==> src/rtl/trigger_frame_gen_if.sv <==
// -----------------------------------------------------------------------------
// trigger_frame_gen_if
// 32-bit AXI-stream transmit bundle between the trigger frame generator and the
// ethernet MAC TX path.
//
// Handshake: a word transfers on a rising clk edge where TxValid=1 and
// TxReady=1. Once TxValid is raised, TxValid/TxData/TxStrb/TxLast hold steady
// until that transfer. TxReady is ignored while TxValid=0. TxLast marks the
// final word of a frame.
//
// Signals:
//   TxData  [31:0]  stream data        (master -> slave)
//   TxStrb  [3:0]   byte strobes       (master -> slave)
//   TxLast          final frame word   (master -> slave)
//   TxValid         word valid         (master -> slave)
//   TxReady         sink ready         (slave  -> master)
// -----------------------------------------------------------------------------
interface trigger_frame_gen_if;
  logic [31:0] TxData;
  logic [3:0]  TxStrb;
  logic        TxLast;
  logic        TxValid;
  logic        TxReady;

  modport master (
    output TxData,
    output TxStrb,
    output TxLast,
    output TxValid,
    input  TxReady
  );

  modport slave (
    input  TxData,
    input  TxStrb,
    input  TxLast,
    input  TxValid,
    output TxReady
  );
endinterface

==> src/rtl/trigger_frame_gen.sv <==
// -----------------------------------------------------------------------------
// trigger_frame_gen
// Builds one trigger ethernet frame per accepted trigger request and streams it
// as 32-bit words: DstMac, SrcMac, ethertype, 48-bit tag, message, and (when
// PAD_EN=1) zero padding up to 15 words. A one-deep pending slot queues a
// trigger that arrives while a frame is in flight; further triggers are
// dropped and counted.
//
// Ports:
//   clk, reset         clock, synchronous active-high reset
//   Trigger            single-cycle trigger request
//   TriggerMessage     32-bit message, captured on acceptance
//   DstMac, SrcMac     48-bit MACs, captured on acceptance
//   tx                 AXI-stream master (TxData/TxStrb/TxLast/TxValid/TxReady)
//   Busy               frame in progress or pending (registered)
//   DropCount          saturating count of discarded triggers
//   dbg_state_o        current FSM state
// -----------------------------------------------------------------------------
module trigger_frame_gen #(
  parameter logic [15:0] ETHER_TYPE  = 16'h005c,
  parameter logic [47:0] TRIGGER_TAG = 48'h6e69_6769_7274,
  parameter bit          PAD_EN      = 1'b1,
  parameter int          DROP_W      = 8
) (
  input  logic                clk,
  input  logic                reset,
  input  logic                Trigger,
  input  logic [31:0]         TriggerMessage,
  input  logic [47:0]         DstMac,
  input  logic [47:0]         SrcMac,
  trigger_frame_gen_if.master tx,
  output logic                Busy,
  output logic [DROP_W-1:0]   DropCount,
  output logic [1:0]          dbg_state_o
);

  typedef enum logic [1:0] {
    ST_IDLE    = 2'd0,
    ST_HEADER  = 2'd1,
    ST_MESSAGE = 2'd2,
    ST_PAD     = 2'd3
  } state_e;

  localparam logic [3:0] LAST_IDX = PAD_EN ? 4'd14 : 4'd5;
  localparam logic [DROP_W-1:0] DROP_ONE = {{(DROP_W-1){1'b0}}, 1'b1};

  state_e              state_q, state_d;
  logic [3:0]          word_idx_q, word_idx_d;
  logic [47:0]         frame_dst_q, frame_dst_d;
  logic [47:0]         frame_src_q, frame_src_d;
  logic [31:0]         frame_msg_q, frame_msg_d;
  logic [47:0]         pend_dst_q, pend_src_q;
  logic [31:0]         pend_msg_q;
  logic                pending_q, pending_d;
  logic [DROP_W-1:0]   drop_q;
  logic                busy_q;
  logic [31:0]         tx_data_q, tx_data_d;
  logic [3:0]          tx_strb_q;
  logic                tx_last_q, tx_last_d;
  logic                tx_valid_q, tx_valid_d;

  logic hs, eof, trig_busy, pend_fill, pend_drop, load_frame, load_from_pend;

  function automatic logic [31:0] word_of(input logic [3:0]  idx,
                                          input logic [47:0] dst,
                                          input logic [47:0] src,
                                          input logic [31:0] msg);
    logic [31:0] w;
    w = 32'h0;
    case (idx)
      4'd0:    w = dst[31:0];
      4'd1:    w = {src[15:0], dst[47:32]};
      4'd2:    w = src[47:16];
      4'd3:    w = {TRIGGER_TAG[15:0], ETHER_TYPE};
      4'd4:    w = TRIGGER_TAG[47:16];
      4'd5:    w = msg;
      default: w = 32'h0;
    endcase
    return w;
  endfunction

  always_comb begin
    hs        = tx_valid_q & tx.TxReady;
    eof       = hs & tx_last_q;
    trig_busy = Trigger & (state_q != ST_IDLE);
    // A trigger on the last-word handshake with an empty slot goes straight
    // into the next frame instead of through the pending registers.
    pend_fill = trig_busy & ~pending_q & ~eof;
    pend_drop = trig_busy & pending_q;
    load_from_pend = eof & pending_q;
    load_frame = ((state_q == ST_IDLE) & Trigger) | (eof & (pending_q | Trigger));
    pending_d  = pend_fill | (pending_q & ~load_from_pend);

    state_d = state_q;
    if (load_frame) begin
      state_d = ST_HEADER;
    end else if (eof) begin
      state_d = ST_IDLE;
    end else if (hs) begin
      case (state_q)
        ST_HEADER:  if (word_idx_q == 4'd4) state_d = ST_MESSAGE;
        ST_MESSAGE: state_d = ST_PAD;
        default:    state_d = state_q;
      endcase
    end

    word_idx_d = word_idx_q;
    if (load_frame)  word_idx_d = 4'd0;
    else if (hs)     word_idx_d = word_idx_q + 4'd1;

    frame_dst_d = frame_dst_q;
    frame_src_d = frame_src_q;
    frame_msg_d = frame_msg_q;
    if (load_from_pend) begin
      frame_dst_d = pend_dst_q;
      frame_src_d = pend_src_q;
      frame_msg_d = pend_msg_q;
    end else if (load_frame) begin
      frame_dst_d = DstMac;
      frame_src_d = SrcMac;
      frame_msg_d = TriggerMessage;
    end

    // Output word is registered from next-state values, so it only moves on a
    // handshake or frame load and holds while stalled.
    tx_valid_d = (state_d != ST_IDLE);
    tx_data_d  = tx_valid_d ? word_of(word_idx_d, frame_dst_d, frame_src_d, frame_msg_d) : 32'h0;
    tx_last_d  = tx_valid_d & (word_idx_d == LAST_IDX);
  end

  always_ff @(posedge clk) begin
    if (reset) begin
      state_q     <= ST_IDLE;
      word_idx_q  <= 4'd0;
      frame_dst_q <= 48'h0;
      frame_src_q <= 48'h0;
      frame_msg_q <= 32'h0;
      pend_dst_q  <= 48'h0;
      pend_src_q  <= 48'h0;
      pend_msg_q  <= 32'h0;
      pending_q   <= 1'b0;
      drop_q      <= '0;
      busy_q      <= 1'b0;
      tx_data_q   <= 32'h0;
      tx_strb_q   <= 4'h0;
      tx_last_q   <= 1'b0;
      tx_valid_q  <= 1'b0;
    end else begin
      state_q     <= state_d;
      word_idx_q  <= word_idx_d;
      frame_dst_q <= frame_dst_d;
      frame_src_q <= frame_src_d;
      frame_msg_q <= frame_msg_d;
      pending_q   <= pending_d;
      if (pend_fill) begin
        pend_dst_q <= DstMac;
        pend_src_q <= SrcMac;
        pend_msg_q <= TriggerMessage;
      end
      if (pend_drop && (drop_q != '1)) drop_q <= drop_q + DROP_ONE;
      busy_q     <= tx_valid_d | pending_d;
      tx_data_q  <= tx_data_d;
      tx_strb_q  <= tx_valid_d ? 4'hF : 4'h0;
      tx_last_q  <= tx_last_d;
      tx_valid_q <= tx_valid_d;
    end
  end

  assign tx.TxData  = tx_data_q;
  assign tx.TxStrb  = tx_strb_q;
  assign tx.TxLast  = tx_last_q;
  assign tx.TxValid = tx_valid_q;
  assign Busy       = busy_q;
  assign DropCount  = drop_q;
  assign dbg_state_o = state_q;

endmodule

==> src/flat_wrapper.sv <==
// flat-port wrapper written by rule: the top's interface ports become plain ports
module trigger_frame_gen_flat 
#(
  parameter logic [15:0] ETHER_TYPE  = 16'h005c,
  parameter logic [47:0] TRIGGER_TAG = 48'h6e69_6769_7274,
  parameter bit          PAD_EN      = 1'b1,
  parameter int          DROP_W      = 8
)
  (clk, reset, Trigger, TriggerMessage, DstMac, SrcMac, Busy, DropCount, dbg_state_o, tx_TxData, tx_TxStrb, tx_TxLast, tx_TxValid, tx_TxReady);
  trigger_frame_gen_if tx_i ();
  input  logic clk;
  input  logic reset;
  input  logic Trigger;
  input  logic [31:0] TriggerMessage;
  input  logic [47:0] DstMac;
  input  logic [47:0] SrcMac;
  output logic Busy;
  output logic [DROP_W-1:0] DropCount;
  output logic [1:0] dbg_state_o;
  output wire logic [$bits(tx_i.TxData)-1:0] tx_TxData;
  output wire logic [$bits(tx_i.TxStrb)-1:0] tx_TxStrb;
  output wire logic [$bits(tx_i.TxLast)-1:0] tx_TxLast;
  output wire logic [$bits(tx_i.TxValid)-1:0] tx_TxValid;
  input wire logic [$bits(tx_i.TxReady)-1:0] tx_TxReady;
  assign tx_TxData = tx_i.TxData;
  assign tx_TxStrb = tx_i.TxStrb;
  assign tx_TxLast = tx_i.TxLast;
  assign tx_TxValid = tx_i.TxValid;
  assign tx_i.TxReady = tx_TxReady;
  trigger_frame_gen #(.ETHER_TYPE(ETHER_TYPE), .TRIGGER_TAG(TRIGGER_TAG), .PAD_EN(PAD_EN), .DROP_W(DROP_W)) u_core (.clk(clk), .reset(reset), .Trigger(Trigger), .TriggerMessage(TriggerMessage), .DstMac(DstMac), .SrcMac(SrcMac), .tx(tx_i), .Busy(Busy), .DropCount(DropCount), .dbg_state_o(dbg_state_o));
endmodule
==> config.mk <==
export PLATFORM = sky130hd
export DESIGN_NAME = trigger_frame_gen_flat
export DESIGN_NICKNAME = d
export VERILOG_FILES = /design/src/rtl/trigger_frame_gen_if.sv /design/src/rtl/trigger_frame_gen.sv /design/src/flat_wrapper.sv
export SDC_FILE = /design/constraint.sdc
export NUM_CORES = 1
export LEC_CHECK = 0
export BUFFER_PORTS_ARGS = -buffer_cell sky130_fd_sc_hd__buf_2
export CAP_MARGIN = 20
export CORE_MARGIN = 2
export CORE_UTILIZATION = 53
export DETAILED_ROUTE_END_ITERATION = 8
export PLACE_DENSITY_LB_ADDON = 0.25
export SYNTH_ARGS = -nofsm -noshare
export SYNTH_HDL_FRONTEND = slang
export SYNTH_SLANG_ARGS = --single-unit
==> constraint.sdc <==
create_clock -name clk -period 2 [get_ports clk]
set_input_delay 0.4 -clock clk [delete_from_list [all_inputs] [get_ports clk]]
set_output_delay 0.4 -clock clk [all_outputs]
set_load 0.02 [all_outputs]
==> out/qor.csv <==
metric,value,unit
share of layout cells above drive strength 1,22.79,%
PD cells,840.9,nW/um2
PortBufs,180,
Fmax,470.9,MHz
Pwr Total,15.16,mW
gr usage total,30.71,%
measured slew at the worst slew-check pin,0.7593,ns
initial antenna violation count,0,
Worst Path Required,2.38,ns
Relative slew margins,49.38,%
Placer Congestion,0.8902,
fin crit period,2.123,ns
Max Cap Viol,0,
syn avg cell area,8.385,um2
Routed WL,45.10,mm
CTS Root Cell,clkbuf_16,
crit path launch type,flop,
hold crit path type,in -> reg,
Total Nets Final,2084,
sequential fraction of the synthesis area,42.88,%
DIE HEIGHT,168.2,um
HPWL reported at the end of detailed placement,30.01,mm
DR pass1 iterations,7,
Post-Syn Instances,1704,
Netlist cell types,53,
CTS buffer count,34,
period utilisation layout,106.2,%
Setup-failing EPs final,32,
Vias/cell,5.834,
Post-synth ARST share,0,%
Synthesis Warnings,0,
Starting Density,53.46,%
std cell rows,60,
"count leader, synth",dfxtp_1,
worst setup path category,reg -> reg,
DRT antenna net count,0,
top_reg_cell synth,dfxtp_1,
Leak,7.860,nW
Syn Std Cell Area,14290,um2
placed instance area,16430,um2
first-pass GRT wire length,68.74,mm
DRC Markers,0,
drt initial violations,1399,
Critical Path End Type,flop,
Area Overhead vs Synth,26.18,%
failing checks,negative setup slack,
Yosys top cell area share,42.88,%
final core utilization,67.45,%
Final Max Slew Viols,0,
critical-path maximum fanout,32,
boundary pin count,181,
CTS Sinks,306,
ANT cells,0,
status,finished with violations,
Final Hold Viols,0,
skew final,0.01234,ns
largest net degree at the start of global routing,165,
Worst VDD drop,562.7,uV
dpl ws,-0.1567,ns
WP data arrival,2.51,ns
Post-synth EDFFs,0,
Synth Register Bits,306,
via count,13460,
CTS tree,done,
vias in the first global route,12450,
clock latency on the worst-skew pair,0.52,ns
commonest cells in the netlist,"dfxtp_1 (306), nand2_1 (280), a21oi_1 (250), mux2i_1 (185), nor2b_1 (139)",
top post-synthesis cells by area,"dfxtp_1 (43%), mux2i_1 (13%), a21oi_1 (8.8%)",
Core Area,26730,um2
setup ws final,-0.1234,ns
Wirelength per Cell,19.55,um
GR Overflow Total,0,
clk buf depth,3,
design area,18030,um2
H-tree levels,2,
Mapped Nets,1842,
Die Area,28290,um2
Die X,168.2,um
"area leader, netlist",dfxtp_1,
RSZ-0062 raised after global routing,true,
Worst-path clk slew,0.06,ns
## stage by stage
step	setup TNS (ns)	instances	hold WS [ns]
after global placement	-2.549	2214	0.4387
after detailed placement	-3.819	2214	0.4436
final	-3.073	2307	0.1258
after global routing	-4.687	2307	0.1285
after floorplan	-0.009263	1704	0.4332
after CTS	-0.08128	2282	0.1151
## layer usage
| layer | GRT usage (%) | share of wire [%] | up-vias |
|---|---|---|---|
| met4 | 10.42 | 3.2 | 0 |
| met1 | 42.34 | 42 | 6396 |
| li1 | - | - | 6405 |
| met5 | 0 | 0 | - |
| met2 | 49.35 | 46 | 562 |
| met3 | 4.819 | 8.3 | 95 |
## final cells by class
cell class | instances | area (um2)
flip-flops and latches | 306 | 6138
clock buffers | 48 | 994.7
inverters | 7 | 26.28
clock inverters | 8 | 83.83
repair buffers | 355 | 2739
multi-input cells | 1242 | 7619
fillers | 2158 | 8698
well taps | 341 | 426.7
## cells by family after synthesis
logic type	count (synthesis)	share of synthesized area [%]
simple gates	593	19.11
compound gates	448	18.95
flops	306	42.88
mux	185	12.96
buf+inv	156	4.834
xor+xnor	10	0.7444
fa+ha+maj	6	0.5254
## power breakdown
group / internal (mW) / switching [mW]
Clock: 3.60 / 2.53
Sequential: 6.42 / 0.164
Combinational: 1.08 / 1.36
Total: 11.1 / 4.05
## cell usage in the layout, fill, tap and decap left out, drive strengths merged, types with 9 or more instances in the layout
cell type  netlist  routed
o21ai           22      22
a31oi           21      21
dfxtp          306     306
a211oi          71      71
inv              7       9
a22oi           43      43
o22ai           11      11
buf             69     352
nor2b          139     139
clkbuf          80      50
mux2i          185     185
nor2           132     132
a21oi          250     250
nand2          283     283
## worst max-delay path: stages, from the launching register on
cell      delay (ns)
dfxtp_4         0.37
and2_4          0.17
buf_6           0.13
nand2_4         0.07
xor2_4          0.20
buf_4           0.14
buf_4           0.12
o2111a_1        0.27
o21bai_2        0.20
buf_12          0.23
a31oi_1         0.07
## sequential cells by signal (all words and copies together) (netlist names), 2 cells and up
register            cells
u_core.pend_msg_q      32
u_core.DropCount        8
u_core.dbg_state_o      2
u_core.frame_src_q     48
u_core.frame_dst_q     48
u_core.frame_msg_q     32
u_core.tx.TxData       32
u_core.pend_src_q      48
u_core.word_idx_q       4
u_core.pend_dst_q      48
## worst paths after layout
kind / startpoint / end / slack [ns] / cells past startpoint
worst min register to register: u_core.pend_dst_q[41] / u_core.pend_dst_q[41] / 0.45 / 2
worst max-delay path: u_core.tx.TxStrb[2] / u_core.tx.TxData[29] / -0.12 / 10
worst min-delay path: TriggerMessage[23] / u_core.pend_msg_q[23] / 0.13 / 3
worst max register to register: u_core.tx.TxStrb[2] / u_core.tx.TxData[29] / -0.12 / 10
## what timing repair did
action | 4_1_cts | 5_1_grt
hold buffers | 0 | 0
resized for setup | 22 | 17
buffers inserted | 8 | 25
endpoints found under the setup margin | 35 | 37
pin swaps | 12 | 17
endpoints found under the hold margin | 0 | 0
gates cloned | 4 | 1
No activity file was read; power rests on OpenSTA's default activity.
